`config.mk`:
```
export PLATFORM = sky130hd
export DESIGN_NAME = oam_dma
export DESIGN_NICKNAME = d
export VERILOG_FILES = /design/src/rtl/oam_dma.sv
export SDC_FILE = /design/constraint.sdc
export NUM_CORES = 1
export LEC_CHECK = 0
export ABC_CLOCK_PERIOD_IN_PS = 5660
export BUFFER_PORTS_ARGS = -buffer_cell sky130_fd_sc_hd__buf_2
export CORE_MARGIN = 3
export CORE_UTILIZATION = 53
export DETAILED_ROUTE_END_ITERATION = 16
export GPL_ROUTABILITY_DRIVEN = 0
export PLACE_DENSITY = 0.85
export SYNTH_ARGS = -nofsm -noshare
export SYNTH_HDL_FRONTEND = slang
export SYNTH_SLANG_ARGS = --single-unit
```
`constraint.sdc`:
```
create_clock -name clk -period 5.66 [get_ports clk]
set_clock_uncertainty 0.15 [all_clocks]
set_input_delay 1.698 -clock clk [delete_from_list [all_inputs] [get_ports clk]]
set_output_delay 1.698 -clock clk [all_outputs]
set_load 0.01 [all_outputs]
```
`src/rtl/oam_dma.sv`:
```
// OAM DMA engine: a CPU write to $4014 halts the CPU and copies one 256-byte page
// into sprite memory through OAMDATA, one read/write pair per two CPU cycles.
//
// state  | meaning
// IDLE   | waiting for a $4014 write
// HALT   | CPU is finishing its write cycle
// ALIGN  | one extra tick so reads start on an even phase
// RDREQ  | read request {page,cnt} outstanding
// RDWAIT | read done, wait for the next CPU cycle
// WRREQ  | write of the buffered byte to OAMDATA outstanding
// WRWAIT | write done, wait for the next CPU cycle
// DONE   | last byte written, release the CPU on the next tick
module oam_dma #(
  parameter logic [15:0] OAMDATA_ADDR = 16'h2004
) (
  input  logic        clk,
  input  logic        reset,
  input  logic        tick,
  input  logic        wr4014,
  input  logic [7:0]  wdata4014,
  output logic        halt,
  output logic        busy,
  output logic        dmareq,
  output logic        dmawr,
  output logic [15:0] dmaaddr,
  output logic [7:0]  dmawdata,
  input  logic        dmaack,
  input  logic [7:0]  dmardata
);

  typedef enum logic [2:0] {
    IDLE, HALT, ALIGN, RDREQ, RDWAIT, WRREQ, WRWAIT, DONE
  } state_t;

  state_t     state, state_nxt;
  logic [7:0] page;
  logic [7:0] cnt;
  logic [7:0] data_buf;
  logic       phase;

  always_ff @(posedge clk) begin
    if (reset) begin
      state    <= IDLE;
      page     <= 8'h00;
      cnt      <= 8'h00;
      data_buf <= 8'h00;
      phase    <= 1'b0;
      halt     <= 1'b0;
    end else begin
      state <= state_nxt;
      if (tick) phase <= ~phase;
      if (state == IDLE && wr4014) begin
        page <= wdata4014;
        cnt  <= 8'h00;
        halt <= 1'b1;
      end
      if (state == RDREQ && dmaack) data_buf <= dmardata;
      // terminal byte is detected before the increment, so cnt never wraps mid-transfer
      if (state == WRWAIT && tick && cnt != 8'hFF) cnt <= cnt + 8'd1;
      if (state == DONE && tick) halt <= 1'b0;
    end
  end

  always_comb begin
    state_nxt = state;
    busy      = (state != IDLE);
    dmareq    = 1'b0;
    dmawr     = 1'b0;
    dmaaddr   = 16'h0000;
    dmawdata  = 8'h00;
    case (state)
      IDLE:   if (wr4014) state_nxt = HALT;
      // phase is about to toggle: current 1 means the post-toggle phase is even
      HALT:   if (tick) state_nxt = phase ? RDREQ : ALIGN;
      ALIGN:  if (tick) state_nxt = RDREQ;
      RDREQ: begin
        dmareq  = 1'b1;
        dmaaddr = {page, cnt};
        if (dmaack) state_nxt = RDWAIT;
      end
      RDWAIT: if (tick) state_nxt = WRREQ;
      WRREQ: begin
        dmareq   = 1'b1;
        dmawr    = 1'b1;
        dmaaddr  = OAMDATA_ADDR;
        dmawdata = data_buf;
        if (dmaack) state_nxt = WRWAIT;
      end
      WRWAIT: if (tick) state_nxt = (cnt == 8'hFF) ? DONE : RDREQ;
      DONE:   if (tick) state_nxt = IDLE;
      default: state_nxt = IDLE;
    endcase
  end

endmodule

```
==> key figures, run 1 <==
Outcome
  • Outcome: complete, no violations

Synth
  • Most used DFF post-synth: sky130_fd_sc_hd__dfxtp_1
  • Number of flops mapped to enable cells by yosys: 0
  • Register area share after synthesis: 40.2%
  • Cell Area, Synth: 1440 µm²
  • Average cell area after synthesis: 8.01 µm²
  • Number of unique standard cell types used by synthesis: 42
  • Most repeated cell in the gate-level netlist after synthesis: sky130_fd_sc_hd__nand2_1
  • Synthesis warning total: 0
  • Async SR Flop Fraction: 0%
  • Area share of the largest cell type after synthesis: between 40% and 50%
  • Cell taking the most area after synthesis: sky130_fd_sc_hd__dfxtp_1
  • Area contributors post-synth: sky130_fd_sc_hd__dfxtp_1 (40%), sky130_fd_sc_hd__and2_1 (10%), sky130_fd_sc_hd__nand2_1 (9.6%)
  • Flip-flop and latch count after synthesis: 29
  • Post-synth top cells: sky130_fd_sc_hd__nand2_1 (37), sky130_fd_sc_hd__dfxtp_1 (29), sky130_fd_sc_hd__and2_1 (24), sky130_fd_sc_hd__a21oi_1 (19), sky130_fd_sc_hd__nor2_1 (9)
  • Synthesized instance count: 180
  • Synthesized Nets: 202

Min path
  • Worst min-delay path class: reg2reg
  • Number of cells on the worst hold path: 2

Die
  • Die area: 3380 µm²
  • Effective utilization at floorplan: 57.2%
  • Height of the die: 58.2 µm
  • Std-Cell Core Area: between 2000 and 3000 µm²
  • Placement row count: 18
  • Total I/O pin count: 49
  • Die Width: between 50 and 60 µm

Clocking
  • Maximum buffer depth of the clock tree: 2
  • Post-CTS Hold Fix Bufs: 0
  • Worst skew pair latency: roughly 330 ps
  • Number of cells upsized or downsized after cts: 0
  • Number of buffers inserted during clock tree synthesis: 5
  • TritonCTS Sinks: 29
  • Count of H-tree levels built during CTS: 2
  • CTS tree: yes
  • CTS clock-pin slew for the worst setup and hold paths: 90 ps
  • Library cell used as clock root buffer: sky130_fd_sc_hd__clkbuf_4
  • Post-CTS setup-driven buffer insertion count: 0

STA
  • Final Max Slew Viols: 0
  • Total of endpoints with negative setup slack in the final report: 0
  • Tightest Pin Transition: 669 ps
  • Final hold violations: 0
  • RSZ-0062 raised after global routing: no
  • Slew Limit Headroom: 55.0%
  • Top achievable clock speed: 271 MHz
  • Min Clock Period, post-route: 3690 ps
  • Crit share post-route: about two thirds
  • Final total negative setup slack: 0 ps

Worst setup path
  • Maximum fanout along the worst path: 12
  • Worst setup path category: reg2out
  • Count of cells along the worst register-to-register path: 4
  • Crit path launch type: register
  • Arrival time of data at the critical path endpoint: 1840 ps
  • Type of destination of the critical path: output port
  • Req. time, crit path: 3810 ps

Global routing
  • First-pass GRT wire length: roughly 5600 µm
  • Overflow left after global routing: 0
  • Via count of the first global-routing pass: ~1300
  • Total track usage: between 20% and 30%
  • Pin count of the biggest net entering global routing: 27
  • Initial antenna violation count: 0

Pwr
  • Sequential share of power: 57.1%
  • Switching share of total power: 27.6%
  • Pwr dens: 221 nW/µm²
  • Clock network power share: 31.6%
  • Net switching power: 106 µW
  • Internal power: 278 µW
  • Combinational power share: 11.3%
  • Maximum vdd drop: ~240 µV
  • Leakage component of the power: 0.813 nW

Placement
  • Detailed-placement wirelength estimate: 2350 µm
  • Cell area after placement: 1680 µm²
  • Count of port buffers added during placement: 48

Layout
  • Synth-to-layout area growth: 20.2%
  • Fill cells: 220
  • Antenna diodes: 0
  • Final core occ: between 60% and 70%
  • Net count, final: 246
  • Share of layout cells above drive strength 1: 28.0%
  • Final instance area: roughly 1700 µm²

Routing
  • Via count: ~1400
  • Wire length after detailed routing: 3340 µm
  • Drt first pass iters: 4
  • Average via count per standard cell: 5.51
  • Drc violations: 0
  • Routed length per placed instance: 13.1 µm
  • Initial detailed-routing violation count: 47
  • Count of nets left with antenna violations after detail routing: 0

Flow run
  • Max-capacitance violation count: 0
-- metrics by stage --
stage	setup slack, ps	instances	total power, mW	hold WS (ps)
detailed placement	2360	247	0.267	294
finish	1970	255	0.384	305
floorplan	2560	180	0.250	282
CTS	1980	255	0.387	307
global placement	2350	247	0.264	287
global route	1810	255	0.404	345
-- metal layers --
layer,wire (µm),global-route usage [%],part of all wire [%],up-vias
li1,-,-,-,707
met1,1420,25.3,42,649
met2,1690,37.9,50,43
met3,183,4.90,5.5,7
met4,55,9.93,1.6,0
met5,0,0,0,-
-- final timing paths --
check                              from                  endpoint  slack, ps
setup / recovery  state[2]$_SDFFE_PP0P_               dmawdata[7]       1970
hold / removal     page[6]$_SDFFE_PP0P_      page[6]$_SDFFE_PP0P_        300
setup reg to reg  state[1]$_SDFFE_PP0P_  data_buf[6]$_SDFFE_PP0P_       3660
hold reg to reg    page[6]$_SDFFE_PP0P_      page[6]$_SDFFE_PP0P_        300
-- registers in the layout, indices dropped and copies added, names as in the netlist --
signal	cells
state	3
halt	1
phase	1
cnt	8
data_buf	8
page	8
-- critical path: stages (launching register included) --
cell and delay, ps:
sky130_fd_sc_hd__dfxtp_1 560, sky130_fd_sc_hd__nand2_1 80, sky130_fd_sc_hd__nor2_1 520, sky130_fd_sc_hd__and2_1 220, sky130_fd_sc_hd__buf_2 130
-- power by group through the flow --
| stage | sequential (mW) | clock (mW) | combinational (mW) |
|---|---|---|---|
| after CTS | 0.219 | 0.125 | 0.0435 |
| after global routing | 0.221 | 0.135 | 0.0485 |
| after floorplan | 0.220 | 0 | 0.0306 |
| after detailed placement | 0.224 | 0 | 0.0430 |
| final | 0.219 | 0.121 | 0.0433 |
| after global placement | 0.223 | 0 | 0.0413 |
-- logic make-up after synthesis --
group / Yosys count / synth area share, %
AOI/OAI and AO/OA: 38 / 17.3
and+or+nand+nor: 93 / 33.4
xor gates and xnor gates: 3 / 1.82
buffers and inverters: 12 / 3.38
DFF: 29 / 40.2
adders and majority gates: 1 / 0.867
muxes: 4 / 3.04
-- placed cells by master, fill, tap and decap left out, drive strengths merged, types with 2 or more instances in the layout --
| cell type | count |
|---|---|
| nand3b | 2 |
| o21ai | 2 |
| and2 | 24 |
| dfxtp | 29 |
| nor3b | 2 |
| clkbuf | 5 |
| nand2 | 37 |
| and3 | 3 |
| a22o | 2 |
| nand3 | 3 |
| a221o | 3 |
| xnor2 | 2 |
| and3b | 2 |
| nor2 | 9 |
| clkinv | 2 |
| a21o | 4 |
| or3 | 2 |
| mux2 | 3 |
| buf | 49 |
| nor3 | 2 |
| a21oi | 19 |
| a211oi | 2 |
-- layout make-up --
| class | instances | area (µm²) | area share [%] |
|---|---|---|---|
| sequential | 29 | 581 | 33.5 |
| timing repair buffer | 49 | 248 | 14.3 |
| tap | 30 | 37.5 | 2.16 |
| clock buffer | 5 | 37.5 | 2.16 |
| multi-input combinational | 139 | 813 | 46.9 |
| clock inverter | 3 | 17.5 | 1.01 |
(Power assumes the default switching activity.)
==> run 2: changes to the inputs <==
ABC_CLOCK_PERIOD_IN_PS = 3800   (was 5660)
CORE_UTILIZATION = 49   (was 53)
PLACE_DENSITY = 0.79   (was 0.85)
clock period = 3.8 ns   (was 5.66 ns; I/O delays follow)
==> run 2 against run 1 <==
Effect of this change:
- global-route usage down 3.9 points
- critical path type unchanged
- sequential power up 49%
- combinational power is 47% higher
- wire length shrank 5.7%
- non-clock buffer count unchanged
- sequential cell count stayed put
- clock-buffer cell count grew 3
- via count is 4.1% lower
==> key figures, run 2 (synthesized netlist as in run 1, its figures left out) <==
Layout
  • Fill cells: 267
  • Final Instance Count excl. Fillers: 256
  • Synth-to-layout area growth: 20.3%
  • Registers with the most flip-flops: cnt (8), data_buf (8), page (8)
  • Net count, final: between 200 and 250
  • Antenna diodes: 0
  • Share of layout cells above drive strength 1: 27.1%
  • Top library cells by usage in the layout, fill and taps aside: sky130_fd_sc_hd__buf_2 (48), sky130_fd_sc_hd__nand2_1 (37), sky130_fd_sc_hd__dfxtp_1 (29)
  • Most common cell after layout, fill and taps aside: sky130_fd_sc_hd__buf_2

Worst setup path
  • Arrival time of data at the critical path endpoint: 1870 ps
  • Type of destination of the critical path: output port
  • Buf/Inv on CP: 1
  • Crit path launch type: register
  • Req. time, crit path: 2510 ps
  • Worst-path cell chain: nand2_1 > nor2_1 > and2_1 > buf_2
  • Kind of cell with the highest combined delay on the critical path: simple AND/OR/NAND/NOR gates
  • Worst setup path category: reg2out
  • Critical Path Max Stage Delay: ~570 ps
  • Maximum fanout along the worst path: 12
  • Crit path max-delay cell type: sky130_fd_sc_hd__dfxtp_1

Global routing
  • First-pass GRT wire length: a little under 5000 µm
  • Overflow left after global routing: 0
  • Total track usage: 17.9%
  • Via count of the first global-routing pass: 1117
  • Pin count of the biggest net entering global routing: 27
  • Initial antenna violation count: 0

STA
  • Slew Limit Headroom: a little under three fifths
  • Final Max Slew Viols: 0
  • Final hold violations: 0
  • Tightest Pin Transition: 654 ps
  • Min Clock Period, post-route: approximately 3200 ps
  • Final total negative setup slack: 0 ps
  • Total of endpoints with negative setup slack in the final report: 0
  • Crit share post-route: a little over four fifths
  • Top achievable clock speed: 316 MHz
  • RSZ-0062 raised after global routing: no

Routing
  • Via count: 1348
  • Initial detailed-routing violation count: 27
  • Drc violations: 0
  • Wire length after detailed routing: around 3200 µm
  • Routed length per placed instance: 12.3 µm
  • Count of nets left with antenna violations after detail routing: 0
  • Drt first pass iters: 4
  • Average via count per standard cell: 5.27

Die
  • Total I/O pin count: 49
  • Std-Cell Core Area: around 2800 µm²
  • Die Width: 60.3 µm
  • Die area: roughly 3600 µm²
  • Height of the die: between 60 and 70 µm
  • Placement row count: 19
  • Effective utilization at floorplan: roughly half

Clocking
  • CTS clock-pin slew for the worst setup and hold paths: 80 ps
  • Number of buffers inserted during clock tree synthesis: 5
  • Library cell used as clock root buffer: sky130_fd_sc_hd__clkbuf_4
  • Post-CTS Hold Fix Bufs: 0
  • Maximum buffer depth of the clock tree: 2
  • Worst skew pair latency: 320 ps
  • Count of H-tree levels built during CTS: 2
  • Post-CTS setup-driven buffer insertion count: 0
  • Number of cells upsized or downsized after cts: 0
  • TritonCTS Sinks: 29
  • CTS tree: yes

Pwr
  • Net switching power: 145 µW
  • Combinational power share: between 10% and 20%
  • Maximum vdd drop: 214 µV
  • Leakage component of the power: 0.811 nW
  • Sequential share of power: 58.0%
  • Pwr dens: 324 nW/µm²
  • Clock network power share: 30.7%
  • Internal power: between 400 and 500 µW
  • Tot Pwr: 563 µW
  • Switching share of total power: approximately a quarter

Min path
  • Worst min-delay path class: reg2reg

Flow run
  • Max-capacitance violation count: 0

Placement
  • Detailed-placement wirelength estimate: around 2200 µm
  • Placed Cells: 248
  • Count of port buffers added during placement: 48

Outcome
  • Outcome: complete, no violations
-- run 2: cell types whose count changed in the layout (fill, tap and decap cells not counted), sizes merged --
cell,previous run,this run
clkbuf,5,8
clkinv,2,0
clkinvlp,1,0
-- run 2: final cells by class --
cell class              instances  area [µm²]  share of cell area [%]
clock buffers                   8        48.8                    2.81
multi-input cells             139         820                    47.2
flip-flops and latches         29         581                    33.5
well taps                      31        38.8                    2.24
repair buffers                 49         248                    14.3
-- run 2: tightest hold or removal path: stages, from the launching register on --
cell and delay [ps]:
sky130_fd_sc_hd__dfxtp_1 310, sky130_fd_sc_hd__nand2_1 50, sky130_fd_sc_hd__a21oi_1 50
-- run 2: worst paths after layout --
| path | startpoint | end | slack (ps) | cells past startpoint |
|---|---|---|---|---|
| worst max-delay path | state[2]$_SDFFE_PP0P_ | dmawdata[0] | 640 | 4 |
| worst min-delay path | page[2]$_SDFFE_PP0P_ | page[2]$_SDFFE_PP0P_ | 300 | 2 |
| worst max register to register | cnt[0]$_SDFFE_PP0P_ | cnt[7]$_SDFFE_PP0P_ | 1840 | 5 |
| worst min register to register | page[2]$_SDFFE_PP0P_ | page[2]$_SDFFE_PP0P_ | 300 | 2 |
-- run 2: power by group through the flow --
stage / clock (mW) / sequential [mW] / combinational (mW)
4_1_cts: 0.180 / 0.327 / 0.0640
3_5_place_dp: 0 / 0.334 / 0.0636
2_1_floorplan: 0 / 0.327 / 0.0456
6_report: 0.173 / 0.327 / 0.0637
3_3_place_gp: 0 / 0.333 / 0.0631
5_1_grt: 0.192 / 0.329 / 0.0717
-- run 2: per-layer routing --
layer	vias up	routed length, µm	track usage, %
met5	-	0	0
met4	0	53	8.54
met3	7	163	4.32
met2	32	1430	28.2
met1	604	1500	22.8
li1	705	-	-
-- run 2: per-stage QoR --
stage,worst slack (ps),util [%],hold WS (ps),instance area (µm²)
after global routing,530,62.4,329,1740
final,637,62.4,304,1740
after CTS,642,62.4,306,1740
after global placement,1000,60.6,289,1690
after floorplan,1260,-,282,1440
after detailed placement,1010,60.6,294,1690
